`src/rtl/routing_unit_lbdr_2d_vc.sv`:
```
// Per-input-port LBDR route computation with per-VC held output port.
// Define ROUTING_LBDR_ADAPTIVE_EN for credit-based selection among candidates.
package routing_unit_lbdr_2d_vc_pkg;
    typedef enum logic [1:0] {
        DIRECTION_NORTH,
        DIRECTION_EAST,
        DIRECTION_WEST,
        DIRECTION_SOUTH
    } direction_e;

    localparam int LBDR_2D_PORT_DIRECTION_INDEX_NORTH = 0;
    localparam int LBDR_2D_PORT_DIRECTION_INDEX_EAST  = 1;
    localparam int LBDR_2D_PORT_DIRECTION_INDEX_WEST  = 2;
    localparam int LBDR_2D_PORT_DIRECTION_INDEX_SOUTH = 3;
    localparam int LBDR_2D_PORT_DIRECTION_INDEX_LOCAL = 4;

    localparam int LBDR_BIT_RNE = 0;
    localparam int LBDR_BIT_RNW = 1;
    localparam int LBDR_BIT_REN = 2;
    localparam int LBDR_BIT_RES = 3;
    localparam int LBDR_BIT_RWN = 4;
    localparam int LBDR_BIT_RWS = 5;
    localparam int LBDR_BIT_RSE = 6;
    localparam int LBDR_BIT_RSW = 7;
    localparam int LBDR_BIT_CN  = 8;
    localparam int LBDR_BIT_CE  = 9;
    localparam int LBDR_BIT_CW  = 10;
    localparam int LBDR_BIT_CS  = 11;
endpackage

module routing_unit_lbdr_2d_vc
    import routing_unit_lbdr_2d_vc_pkg::*;
#(
    parameter int         DimensionXWidth         = 4,
    parameter int         DimensionYWidth         = 4,
    parameter direction_e NodeIdIncreaseXAxis     = DIRECTION_EAST,
    parameter direction_e NodeIdIncreaseYAxis     = DIRECTION_NORTH,
    parameter int         NumberOfLBDRBits        = 12,
    parameter logic [NumberOfLBDRBits-1:0] LbdrResetBits = 12'hFFF,
    parameter int         NumberOfPorts           = 5,
    parameter int         NumberOfVirtualChannels = 2,
    parameter int         CreditWidth             = 4,
    localparam int        VcIdxWidth =
        (NumberOfVirtualChannels > 1) ? $clog2(NumberOfVirtualChannels) : 1
) (
    input  logic                                       clk_i,
    input  logic                                       rst_i,
    input  logic [DimensionXWidth-1:0]                 x_cur_i,
    input  logic [DimensionYWidth-1:0]                 y_cur_i,
    input  logic                                       cfg_we_i,
    input  logic [NumberOfLBDRBits-1:0]                cfg_lbdr_bits_i,
    output logic [NumberOfLBDRBits-1:0]                cfg_lbdr_bits_o,
    input  logic                                       hdr_valid_i,
    output logic                                       hdr_ready_o,
    input  logic [VcIdxWidth-1:0]                      hdr_vc_i,
    input  logic [DimensionXWidth-1:0]                 x_dst_i,
    input  logic [DimensionYWidth-1:0]                 y_dst_i,
    input  logic [NumberOfPorts*CreditWidth-1:0]       port_credits_i,
    input  logic [NumberOfVirtualChannels-1:0]         release_i,
    output logic [NumberOfVirtualChannels-1:0]         route_valid_o,
    output logic [NumberOfVirtualChannels*NumberOfPorts-1:0] route_port_o,
    output logic                                       err_unroutable_o
);

    typedef enum logic [1:0] {
        VC_IDLE,
        VC_COMPUTE,
        VC_ROUTED,
        VC_DROP
    } vc_state_e;

    vc_state_e state_q [NumberOfVirtualChannels];
    vc_state_e state_d [NumberOfVirtualChannels];

    logic [NumberOfLBDRBits-1:0] lbdr_q;
    logic [NumberOfPorts-1:0]    port_q [NumberOfVirtualChannels];
    logic                        s1_valid_q;
    logic [VcIdxWidth-1:0]       s1_vc_q;
    logic                        s1_n_q, s1_e_q, s1_w_q, s1_s_q;
    logic                        err_q;

    logic                        accept;
    logic                        vc_ok;
    logic                        x_gt, x_lt, y_gt, y_lt;
    logic                        q_n, q_e, q_w, q_s;
    logic [NumberOfPorts-1:0]    cand;
    logic [NumberOfPorts-1:0]    sel;
    logic                        found;

    assign vc_ok = int'(hdr_vc_i) < NumberOfVirtualChannels;
    assign hdr_ready_o = !rst_i && !s1_valid_q && vc_ok
                         && (state_q[hdr_vc_i] == VC_IDLE);
    assign accept = hdr_valid_i && hdr_ready_o;

    // Stage 1: raw quadrant, oriented by the node-id growth directions
    assign x_gt = x_dst_i > x_cur_i;
    assign x_lt = x_dst_i < x_cur_i;
    assign y_gt = y_dst_i > y_cur_i;
    assign y_lt = y_dst_i < y_cur_i;
    assign q_e  = (NodeIdIncreaseXAxis == DIRECTION_EAST) ? x_gt : x_lt;
    assign q_w  = (NodeIdIncreaseXAxis == DIRECTION_EAST) ? x_lt : x_gt;
    assign q_n  = (NodeIdIncreaseYAxis == DIRECTION_NORTH) ? y_gt : y_lt;
    assign q_s  = (NodeIdIncreaseYAxis == DIRECTION_NORTH) ? y_lt : y_gt;

    // Stage 2: LBDR candidate equations against the current register
    always_comb begin
        cand = '0;
        cand[LBDR_2D_PORT_DIRECTION_INDEX_NORTH] =
            ((s1_n_q && !s1_e_q && !s1_w_q)
             || (s1_n_q && s1_e_q && lbdr_q[LBDR_BIT_RNE])
             || (s1_n_q && s1_w_q && lbdr_q[LBDR_BIT_RNW]))
            && lbdr_q[LBDR_BIT_CN];
        cand[LBDR_2D_PORT_DIRECTION_INDEX_EAST] =
            ((s1_e_q && !s1_n_q && !s1_s_q)
             || (s1_e_q && s1_n_q && lbdr_q[LBDR_BIT_REN])
             || (s1_e_q && s1_s_q && lbdr_q[LBDR_BIT_RES]))
            && lbdr_q[LBDR_BIT_CE];
        cand[LBDR_2D_PORT_DIRECTION_INDEX_WEST] =
            ((s1_w_q && !s1_n_q && !s1_s_q)
             || (s1_w_q && s1_n_q && lbdr_q[LBDR_BIT_RWN])
             || (s1_w_q && s1_s_q && lbdr_q[LBDR_BIT_RWS]))
            && lbdr_q[LBDR_BIT_CW];
        cand[LBDR_2D_PORT_DIRECTION_INDEX_SOUTH] =
            ((s1_s_q && !s1_e_q && !s1_w_q)
             || (s1_s_q && s1_e_q && lbdr_q[LBDR_BIT_RSE])
             || (s1_s_q && s1_w_q && lbdr_q[LBDR_BIT_RSW]))
            && lbdr_q[LBDR_BIT_CS];
        cand[LBDR_2D_PORT_DIRECTION_INDEX_LOCAL] =
            !s1_n_q && !s1_e_q && !s1_w_q && !s1_s_q;
    end

`ifdef ROUTING_LBDR_ADAPTIVE_EN
    logic [CreditWidth-1:0] best;

    // Strict greater-than keeps N>E>W>S on equal credits
    always_comb begin
        sel   = '0;
        found = 1'b0;
        best  = '0;
        for (int p = 0; p < LBDR_2D_PORT_DIRECTION_INDEX_LOCAL; p++) begin
            if (cand[p] && (!found
                || port_credits_i[p*CreditWidth +: CreditWidth] > best)) begin
                sel    = '0;
                sel[p] = 1'b1;
                found  = 1'b1;
                best   = port_credits_i[p*CreditWidth +: CreditWidth];
            end
        end
        if (!found && cand[LBDR_2D_PORT_DIRECTION_INDEX_LOCAL]) begin
            sel[LBDR_2D_PORT_DIRECTION_INDEX_LOCAL] = 1'b1;
        end
    end
`else
    logic unused_credits;
    assign unused_credits = ^port_credits_i;

    always_comb begin
        sel   = '0;
        found = 1'b0;
        for (int p = 0; p < NumberOfPorts; p++) begin
            if (cand[p] && !found) begin
                sel[p] = 1'b1;
                found  = 1'b1;
            end
        end
    end
`endif

    always_comb begin
        for (int v = 0; v < NumberOfVirtualChannels; v++) begin
            state_d[v] = state_q[v];
            unique case (state_q[v])
                VC_IDLE: begin
                    if (accept && hdr_vc_i == VcIdxWidth'(v)) begin
                        state_d[v] = VC_COMPUTE;
                    end
                end
                VC_COMPUTE: begin
                    if (s1_valid_q && s1_vc_q == VcIdxWidth'(v)) begin
                        state_d[v] = (|sel) ? VC_ROUTED : VC_DROP;
                    end
                end
                VC_ROUTED, VC_DROP: begin
                    if (release_i[v]) begin
                        state_d[v] = VC_IDLE;
                    end
                end
                default: state_d[v] = VC_IDLE;
            endcase
        end
    end

    always_ff @(posedge clk_i) begin
        for (int v = 0; v < NumberOfVirtualChannels; v++) begin
            if (rst_i) begin
                state_q[v] <= VC_IDLE;
            end else begin
                state_q[v] <= state_d[v];
            end
        end
    end

    always_ff @(posedge clk_i) begin
        if (rst_i) begin
            lbdr_q     <= LbdrResetBits;
            s1_valid_q <= 1'b0;
            s1_vc_q    <= '0;
            s1_n_q     <= 1'b0;
            s1_e_q     <= 1'b0;
            s1_w_q     <= 1'b0;
            s1_s_q     <= 1'b0;
            err_q      <= 1'b0;
            for (int v = 0; v < NumberOfVirtualChannels; v++) begin
                port_q[v] <= '0;
            end
        end else begin
            if (cfg_we_i) begin
                lbdr_q <= cfg_lbdr_bits_i;
            end
            s1_valid_q <= accept;
            if (accept) begin
                s1_vc_q <= hdr_vc_i;
                s1_n_q  <= q_n;
                s1_e_q  <= q_e;
                s1_w_q  <= q_w;
                s1_s_q  <= q_s;
            end
            err_q <= s1_valid_q && !(|sel);
            for (int v = 0; v < NumberOfVirtualChannels; v++) begin
                if (s1_valid_q && s1_vc_q == VcIdxWidth'(v)) begin
                    port_q[v] <= sel;
                end else if (release_i[v] && (state_q[v] == VC_ROUTED
                             || state_q[v] == VC_DROP)) begin
                    port_q[v] <= '0;
                end
            end
        end
    end

    always_comb begin
        for (int v = 0; v < NumberOfVirtualChannels; v++) begin
            route_valid_o[v] = state_q[v] == VC_ROUTED;
            route_port_o[v*NumberOfPorts +: NumberOfPorts] = port_q[v];
        end
    end

    assign cfg_lbdr_bits_o  = lbdr_q;
    assign err_unroutable_o = err_q;

endmodule

```
`config.mk`:
```
export PLATFORM = sky130hd
export DESIGN_NAME = routing_unit_lbdr_2d_vc
export DESIGN_NICKNAME = d
export VERILOG_FILES = /design/src/rtl/routing_unit_lbdr_2d_vc.sv
export SDC_FILE = /design/constraint.sdc
export NUM_CORES = 1
export LEC_CHECK = 0
export ABC_AREA = 1
export CORE_MARGIN = 8
export CORE_UTILIZATION = 26
export CTS_BUF_LIST = sky130_fd_sc_hd__clkbuf_8
export CTS_CLUSTER_SIZE = 8
export DETAILED_ROUTE_END_ITERATION = 16
export HOLD_SLACK_MARGIN = 0.1
export PLACE_DENSITY = 0.67
export SETUP_SLACK_MARGIN = 0.05
export SKIP_CTS_REPAIR_TIMING = 1
export SLEW_MARGIN = 0
export SYNTH_ARGS = -nofsm -noshare
export SYNTH_HDL_FRONTEND = slang
export SYNTH_SLANG_ARGS = --single-unit
```
`constraint.sdc`:
```
create_clock -name clk_i -period 1.51 [get_ports clk_i]
set_input_delay 0.2265 -clock clk_i [delete_from_list [all_inputs] [get_ports clk_i]]
set_output_delay 0.2265 -clock clk_i [all_outputs]
set_load 0.05 [all_outputs]
```
Yosys cells after proc, flatten, opt, wreduce, memory -nomap -nowiden:

Memories as Yosys holds them, arrays and structs flattened.
Index checks and enable logic that the tools add are counted.

* memory bits (writable): 14
* bits in read-only memories: 0
* memories: 2
* flip-flop bits (word level): 19
* latch bits: 0
* output and inout port bits: 26
* logic and storage cells: 136
* input port bits: 55

* bitwise logic cells: 8
* eq/ne operators: 6
* div/mod/pow operators: 0
* multiplexer cells: 40
* add/subtract/negate cells: 0
* $mul: 0
* shift operators: 0
* reductions and logical operators: 68
* magnitude comparators: 4

Memories
* port_q: depth 2, bits a word 5, rd ports 2, clocked after memory_dff 0, write ports 2, RTL line 76 `logic [NumberOfPorts-1:0] port_q [NumberOfVirtualChannels];`
* state_q: depth 2, bits a word 2, rd ports 3, clocked after memory_dff 0, write ports 2, RTL line 72 `vc_state_e state_q [NumberOfVirtualChannels];`

Operators by type and width (number)
* logical AND 1 bit: 41
* 2-to-1 mux 1 bit: 26
* 2-to-1 mux 5 bit: 4
* 2-to-1 mux 2 bit: 8
* one-hot mux 2 bit (3 select lines): 2
* zero test 1 bit: 11
* logical OR 1 bit: 10
* == test 2 bit, second input constant: 4
* > comparator 4 bit: 2
* less-than comparator 4 bit: 2
* zero test 2 bit: 3
* bitwise OR 1 bit: 6
* OR reduction 5 bit: 1
* == test 2 x 1 -> 1 bit, second input constant: 2
* OR reduction 2 bit: 2
* inverter 1 bit: 2

Longest topological paths before layout:

Gate-level depths: netlist of the first run.

* depth in word-level cells: 24
* mapped depth: 10
* depth with buffers taken out: 10

Worst setup path before layout of the first run:

No wires, ideal clock.

* path kind: flip-flop to flip-flop
* from: mem state_q[1][1] (netlist bit)
* to: mem state_q[1][0] (netlist bit)
* arrival time: 1.273 ns
* period minus slack after synthesis: 1.391 ns
* stages on the path, launching flop included: 6
* required time: 1.392 ns
* path buffers: 0
* slack: 0.119 ns
* setup time: 0.118 ns
* cells stage by stage: dfxtp_1 -> inv_1 -> nor2_1 -> nor2_1 -> nand2_1 -> a21oi_2

RTL lines (RTL line)
* start, declared: 72

==> out/metrics.cfg, run 1 <==
[status]
status = complete, no violations

[die]
start_util_pct = 26.4
io_pins = 81
die_y_um = 95.6
die_x_um = 95.6
core.rowCount = 29
core_area_um2 = 6240
die_area_um2 = 9130

[yosys]
synth-edff-count = 5
netlist_instances = 216
async_flop_share_pct = 0
yosysSeqAreaShare_pct = 43.2
syn-num-nets = 279
synth.distinct_cells = 28
synth_warnings = 0
ys_ff_latch = 33
synth-main-ff-cell = dfxtp_1
syn_area_um2 = 1650
avgSynthCellArea_um2 = 7.62

[setup_path]
r2r-start = state_q[0][1]
cp_max_fo = 4
required_ps = 1280
cp.arrival_ps = 1260
ff2ff_setup_slack_ps = 160
endpoint_kind = output pin
crit_start = state_q[0][1]
worstSetupPathType = reg -> out
cp-start-kind = flop
reg2reg_depth = 8
regToRegEndpoint = s1_n_q

[flow_run]
max-cap-violations = 0

[min_path]
hold_end = port_q[1][2]
hold_class = reg -> reg
hold_start = port_q[1][2]
holdPathStages = 2

[placed_design]
hpwlAfterDp_um = 3570
place_inst = 361
post-place-ws_ps = -198
port_buffers = 60
gp_congestion = 0.801

[power_and_ir_drop]
vdd_drop_max_uv = 456
leakage_nw = 1.23
pwr-share-seq_pct = 45.0
power_density_nw_per_um2 = 824
pwr-share-comb_pct = 28.1
swShare_pct = 30.4
internal-power_w = 0.00154
switchingPower_w = 0.000670
pwr-share-clk_pct = 26.9

[sta]
final.min_clock_period_ps = 1490
max_freq_ghz = 0.673
fin_crit_sh_pct = 98.5
finalClockSkew_ps = 5.34
whs_ps = 460
setup_viol_count_final = 0
relSlewSlack_pct = 75.7
worst_slack_ps = 23.2
maxSlewViolCount = 0
final_hold_viol_count = 0
worst_pin_slew_ps = 365
rsz0062_at_grt = yes

[drt]
wl_um = 4430
via_per_inst = 4.40
drt-pass1-iter-count = 4
postRouteAntennaNets = 0
drtIter0Drc = 57
via_count = 1643
drc = 0
wl_per_cell_um = 11.9

[finish]
layout-drive-gt1-share_pct = 29.1
area_growth_pct = 62.7
antennaDiodeCount = 0
finalNetCount = 358
largest_reg_flops = 12
num-fill-cells = 631
fin_cells = 373

[cts]
clock-sinks = 33
tritoncts = done
clockBufferDepth = 2
clock_latency_ps = 270
root_buffer = clkbuf_8
clkSlewWorstSetupHoldPaths_ps = 60
cts-htree-levels = 2
numCtsBuffers = 5

[grt]
grt_max_degree = 15
overflow = 0
antenna_found_initial = 0
grt_pass1_wl_um = 7160
grt.total_usage_pct = 9.77
grt_pass1_vias = 1622

==> through the flow <==
step | util (%) | instance area (um^2) | TNS [ps] | power (W)
after global placement | 39.5 | 2460 | -1220 | 0.00158
after floorplan | - | 1650 | 0 | 0.00133
after CTS | 40.8 | 2540 | -119 | 0.00218
final | 42.9 | 2680 | 0 | 0.00221
after global routing | 42.9 | 2680 | -39.8 | 0.00233
after detailed placement | 39.5 | 2460 | -1050 | 0.00159
==> power groups by stage <==
stage / combinational, W / clock [W] / sequential [W]
2_1_floorplan: 0.000221 / 0 / 0.00111
3_3_place_gp: 0.000574 / 0 / 0.00101
3_5_place_dp: 0.000581 / 0 / 0.00101
4_1_cts: 0.000582 / 0.000607 / 0.000989
5_1_grt: 0.000673 / 0.000658 / 0.00100
6_report: 0.000619 / 0.000593 / 0.000993
==> worst max-delay path: stages (launching register included) <==
cell	delay, ps
dfxtp_1	320
inv_2	100
nand2_4	70
o21ai_4	150
and3_4	210
buf_8	140
==> how the worst max path moves through the flow <==
stage | end | cells after the start | slack (ps)
6_report | hdr_ready_o | 5 | 20
5_1_grt | hdr_ready_o | 5 | -40
4_1_cts | hdr_ready_o | 5 | -120
3_5_place_dp | s1_e_q | 9 | -200
3_3_place_gp | s1_e_q | 9 | -190
2_1_floorplan | state_q[1][0] | 5 | 120
==> cells in the mapped netlist, drive strengths merged (3+ instances only) <==
library cell	count	area share, %
nor3	4	1.2
nand3	23	8.7
dfxtp	28	34
inv	30	6.8
edfxtp	5	9.1
o21ai	5	1.7
ha	8	6.1
nor2	18	4.6
nand2	63	16
clkbuf	4	0.91
a21oi	16	5.8
nand4	3	1.1
==> layer usage <==
layer | wire, um | GRT usage, % | vias up
li1 | - | - | 861
met1 | 1790 | 10.2 | 741
met2 | 2330 | 18.0 | 36
met3 | 261 | 2.76 | 5
met4 | 48 | 3.71 | 0
met5 | 0 | 0 | -
==> layout make-up <==
cell class | count | area (um^2) | area share, %
Multi-Input combinational cell | 148 | 876 | 32.7
Timing Repair Buffer | 76 | 786 | 29.3
Inverter | 31 | 119 | 4.44
Tap cell | 77 | 96.3 | 3.60
Clock buffer | 5 | 68.8 | 2.57
Clock inverter | 3 | 11.3 | 0.421
Sequential cell | 33 | 721 | 26.9
==> layout by cell type, fill, tap and decap left out, types with 5 or more instances in the layout <==
| master | Yosys | routed |
|---|---|---|
| clkdlybuf4s50_1 | 0 | 30 |
| a21oi_2 | 4 | 5 |
| a21oi_1 | 12 | 11 |
| dfxtp_2 | 0 | 5 |
| nand3_1 | 19 | 19 |
| buf_12 | 0 | 9 |
| clkbuf_8 | 0 | 5 |
| edfxtp_1 | 5 | 5 |
| nor2_1 | 17 | 16 |
| buf_4 | 0 | 32 |
| nand2_1 | 58 | 56 |
| inv_2 | 5 | 8 |
| inv_1 | 25 | 25 |
| dfxtp_1 | 28 | 22 |
==> logic make-up after synthesis <==
logic type               after synthesis  share of synthesized area, %
flip-flops                            33                          43.2
AND/OR/NAND/NOR                      114                          32.9
adder cells (fa/ha/maj)                8                          6.08
buffers and inverters                 35                          7.98
AO/OA/AOI/OAI                         26                          9.81
No activity file was read; power rests on OpenSTA's default activity.
==> run 2, diff against run 1 <==
--- a/config.mk
+++ b/config.mk
@@ -14,7 +14,6 @@
 export HOLD_SLACK_MARGIN = 0.1
 export PLACE_DENSITY = 0.67
 export SETUP_SLACK_MARGIN = 0.05
-export SKIP_CTS_REPAIR_TIMING = 1
 export SLEW_MARGIN = 0
 export SYNTH_ARGS = -nofsm -noshare
 export SYNTH_HDL_FRONTEND = slang
==> out/metrics.cfg, run 2 (synthesis gave the netlist of run 1 again) <==
[setup_path]
slowest_stage = clkdlybuf4s50_1
cp.arrival_ps = 1240
endpoint_kind = output pin
r2r-start = state_q[1][1]
worstSetupPathType = in -> out
path_cells = clkdlybuf4s50_1 -> nand2_2 -> o21ai_2 -> and3_4 -> buf_8
worst-path-buf-inv = 2
required_ps = 1280
cpLargestDelayFamily = buffers and inverters
cp_max_fo = 3
cp-start-kind = input port
crit_start = hdr_vc_i
slowest_delay_ps = 530
ff2ff_setup_slack_ps = 180

[placed_design]
gp_congestion = 0.801
post-place-ws_ps = -198
place_inst = 361
port_buffers = 60
hpwlAfterDp_um = 3570
placed_cell_area_um2 = 2460

[power_and_ir_drop]
pwr-share-seq_pct = 44.6
switchingPower_w = 0.000676
pwr-share-clk_pct = 26.9
swShare_pct = 30.5
leakage_nw = 1.23
internal-power_w = 0.00154
power_density_nw_per_um2 = 825
vdd_drop_max_uv = 461
pwr-share-comb_pct = 28.5

[drt]
via_per_inst = 4.37
drc = 0
via_count = 1640
wl_per_cell_um = 11.9
wl_um = 4460
drtIter0Drc = 63
postRouteAntennaNets = 0
drt-pass1-iter-count = 4

[die]
io_pins = 81
start_util_pct = 26.4
die_area_um2 = 9130
die_x_um = 95.6
core.rowCount = 29
die_y_um = 95.6
core_area_um2 = 6240

[flow_run]
max-cap-violations = 0

[finish]
final_cell_mix = nand2_1, buf_4, clkdlybuf4s50_1
num-fill-cells = 623
antennaDiodeCount = 0
finalNetCount = 360
fin_cells = 375
multi_input_area_um2 = 876
final_util_pct = 43.1
regArea_um2 = 721
largest_reg_flops = 12
area_growth_pct = 63.3
stdcell_area_um2 = 2690
final_common_cell = nand2_1
layout-drive-gt1-share_pct = 30.2

[sta]
finalClockSkew_ps = 8.21
rsz0062_at_grt = yes
max_freq_ghz = 0.681
maxSlewViolCount = 0
setup_viol_count_final = 0
relSlewSlack_pct = 75.6
fin_crit_sh_pct = 97.2
worst_slack_ps = 41.8
final_hold_viol_count = 0
final.min_clock_period_ps = 1470
setup_tns_ps = 0
worst_pin_slew_ps = 365

[cts]
clkSlewWorstSetupHoldPaths_ps = 60
clockBufferDepth = 2
numCtsBuffers = 5
root_buffer = clkbuf_8
clock_latency_ps = 280
tritoncts = done
clock-sinks = 33
cts-htree-levels = 2
hold_buffers = 0

[grt]
antenna_found_initial = 0
grt_pass1_wl_um = 7350
grt.total_usage_pct = 9.99
grt_pass1_vias = 1664
overflow = 0
grt_max_degree = 15

[min_path]
hold_class = reg -> reg
hold_start = port_q[1][2]

[status]
status = complete, no violations

## run 2: cell types whose count changed in the layout (fill, tap and decap cells not counted), sizes merged
cell / change
dlygate4sd2: +1
inv: -1
buf: +2
dlymetal6s2s: -1
clkinv: +1
## run 2: final cells by class
class                   count  area share [%]
repair buffers             78            29.7
inverters                  31            4.38
well taps                  77            3.58
clock inverters             3           0.419
multi-input cells         148            32.6
flip-flops and latches     33            26.8
clock buffers               5            2.56
## run 2: metrics by stage
stage          power [W]  hold slack [ps]
6_report         0.00222              459
5_1_grt          0.00234              469
4_1_cts          0.00221              456
3_5_place_dp     0.00159              452
3_3_place_gp     0.00158              450
2_1_floorplan    0.00133              349
## run 2: tightest hold or removal path, cell delays in order, from the launching register on
cell	delay, ps
dfxtp_1	310
nand2_1	60
a21oi_1	50
## run 2: metal layers
layer  vias up  routed length, um  global-route usage [%]
li1        863                  -                       -
met1       738               1800                    10.5
met2        33               2340                    18.6
met3         6                262                    2.68
met4         0                 57                    3.46
met5         -                  0                       0
## run 2: repair_timing
item	in CTS	in global routing
setup endpoints to repair	1	9
pin swaps	3	9
endpoints found under the hold margin	0	0
setup buffers	6	0
gates resized for setup	9	23
## run 2: power groups by stage
| stage | clock network (W) | logic [W] | registers [W] |
|---|---|---|---|
| CTS | 0.000607 | 0.000617 | 0.000989 |
| finish | 0.000596 | 0.000632 | 0.000989 |
| global route | 0.000656 | 0.000687 | 0.000999 |
| floorplan | 0 | 0.000221 | 0.00111 |
| global placement | 0 | 0.000574 | 0.00101 |
| detailed placement | 0 | 0.000581 | 0.00101 |
## run 2: worst paths after layout
| kind | end | cells after the start |
|---|---|---|
| min | port_q[1][2] | 2 |
| max reg2reg | s1_n_q | 8 |
| max | hdr_ready_o | 5 |
| min reg2reg | port_q[1][2] | 2 |
==> run 3, diff against run 2 <==
--- a/config.mk
+++ b/config.mk
@@ -6,6 +6,7 @@
 export NUM_CORES = 1
 export LEC_CHECK = 0
 export ABC_AREA = 1
+export ABC_CLOCK_PERIOD_IN_PS = 1510
 export CORE_MARGIN = 8
 export CORE_UTILIZATION = 26
 export CTS_BUF_LIST = sky130_fd_sc_hd__clkbuf_8
==> constraint.sdc (replaced) <==
create_clock -name clk_i -period 1.51 [get_ports clk_i]
set_input_delay 0.151 -clock clk_i [delete_from_list [all_inputs] [get_ports clk_i]]
set_output_delay 0.151 -clock clk_i [all_outputs]
set_load 0.05 [all_outputs]
==> out/metrics.cfg, run 3 (synthesis gave the netlist of run 1 again) <==
[status]
status = complete, no violations

[power_and_ir_drop]
leakage_nw = 1.15
pwr-share-seq_pct = 44.8
internal-power_w = 0.00155
pwr-share-comb_pct = 26.1
power_density_nw_per_um2 = 874
vdd_drop_max_uv = 356
pwr-share-clk_pct = 29.1
switchingPower_w = 0.000656
swShare_pct = 29.7

[cts]
cts-htree-levels = 2
root_buffer = clkbuf_8
clock_latency_ps = 270
clockBufferDepth = 2
hold_buffers = 0
numCtsBuffers = 5
tritoncts = done
clock-sinks = 33
clkSlewWorstSetupHoldPaths_ps = 60

[placed_design]
post-place-ws_ps = -126
place_inst = 361
gp_congestion = 0.809
hpwlAfterDp_um = 3600
placed_cell_area_um2 = 2380
port_buffers = 60

[die]
die_x_um = 95.6
die_y_um = 95.6
start_util_pct = 26.4
core.rowCount = 29
die_area_um2 = 9130
io_pins = 81
core_area_um2 = 6240

[finish]
largest_reg_flops = 12
fin_cells = 371
area_growth_pct = 53.5
layout-drive-gt1-share_pct = 25.9
antennaDiodeCount = 0
stdcell_area_um2 = 2520
final_util_pct = 40.5
final_cell_mix = nand2_1, buf_4, clkdlybuf4s50_1
finalNetCount = 356
final_common_cell = nand2_1

[setup_path]
worstSetupPathType = reg -> out
regToRegEndpoint = s1_n_q
endpoint_kind = output pin
cp_max_fo = 4
cp-start-kind = flop
cp.arrival_ps = 1240
r2r-start = state_q[1][0]
ff2ff_setup_slack_ps = 180
reg2reg_depth = 8
required_ps = 1360

[drt]
wl_um = 4350
via_count = 1607
drt-pass1-iter-count = 4
postRouteAntennaNets = 0
drc = 0
wl_per_cell_um = 11.7
via_per_inst = 4.33
drtIter0Drc = 34

[grt]
grt_max_degree = 13
antenna_found_initial = 0
grt_pass1_vias = 1649
overflow = 0
grt.total_usage_pct = 9.58
grt_pass1_wl_um = 7050

[sta]
finalClockSkew_ps = 2.01
max_freq_ghz = 0.720
worst_pin_slew_ps = 362
maxSlewViolCount = 0
final.min_clock_period_ps = 1390
fin_crit_sh_pct = 91.9
final_hold_viol_count = 0
rsz0062_at_grt = no
whs_ps = 445
relSlewSlack_pct = 75.8
worst_slack_ps = 122
setup_viol_count_final = 0

[min_path]
hold_class = in -> reg
hold_start = cfg_lbdr_bits_i[5]
holdPathStages = 3
hold_end = cfg_lbdr_bits_o[5]

[flow_run]
max-cap-violations = 0

==> run 3: cell count changes in the layout (fill, tap and decap cells not counted), moves of 3 or more <==
cell,before,now
ha_4,3,0
ha_1,4,8
buf_4,34,37
inv_2,8,5
buf_12,9,2
clkdlybuf4s50_1,30,34
dlymetal6s2s_1,3,0
==> run 3: stage by stage <==
| stage | setup TNS, ps | total power (W) |
|---|---|---|
| floorplan | 0 | 0.00133 |
| global placement | -317 | 0.00154 |
| detailed placement | -377 | 0.00155 |
| CTS | 0 | 0.00221 |
| global route | 0 | 0.00232 |
| finish | 0 | 0.00221 |
==> run 3: power by group through the flow <==
| stage | clock (W) | sequential [W] | combinational, W |
|---|---|---|---|
| 4_1_cts | 0.000669 | 0.000984 | 0.000559 |
| 2_1_floorplan | 0 | 0.00111 | 0.000221 |
| 6_report | 0.000643 | 0.000988 | 0.000575 |
| 3_5_place_dp | 0 | 0.00100 | 0.000550 |
| 5_1_grt | 0.000698 | 0.000995 | 0.000628 |
| 3_3_place_gp | 0 | 0.000999 | 0.000543 |
==> run 3: worst max-delay path by stage <==
stage | start | to | slack (ps) | cells after the start
after global placement | x_cur_i[1] | s1_e_q | -120 | 9
after detailed placement | x_cur_i[1] | s1_e_q | -130 | 9
after floorplan | state_q[1][1] | state_q[1][0] | 120 | 5
final | state_q[1][0] | hdr_ready_o | 120 | 5
after global routing | y_cur_i[3] | s1_n_q | 50 | 9
after CTS | state_q[1][1] | hdr_ready_o | 70 | 5
==> run 3: final cells by class <==
class,instances,area [um^2]
Fill cell,639,3720
Multi-Input combinational cell,148,830
Sequential cell,33,718
Timing Repair Buffer,74,673
Inverter,31,118
Tap cell,77,96.3
Clock buffer,6,82.6
Clock inverter,2,7.51
==> run 3: repair_timing <==
| action | in CTS | in global routing |
|---|---|---|
| gates resized for setup | 3 | 13 |
| pin swaps | 1 | 3 |
| setup buffers | 1 | 1 |
| endpoints found under the setup margin | 1 | 4 |
==> run 3: worst max-delay path, stage by stage (launching register included) <==
cell,delay [ps]
dfxtp_4,360
nor2_4,130
nand2_2,60
o21ai_2,60
and3_4,210
buf_8,140
==> run 3: routing by layer <==
metal  vias up  global-route usage (%)  share of wire (%)
li1        853                       -                  -
met5         -                       0                  0
met1       714                    9.50                 39
met3         7                    2.91                6.5
met4         0                    3.07                1.4
met2        33                    18.4                 53
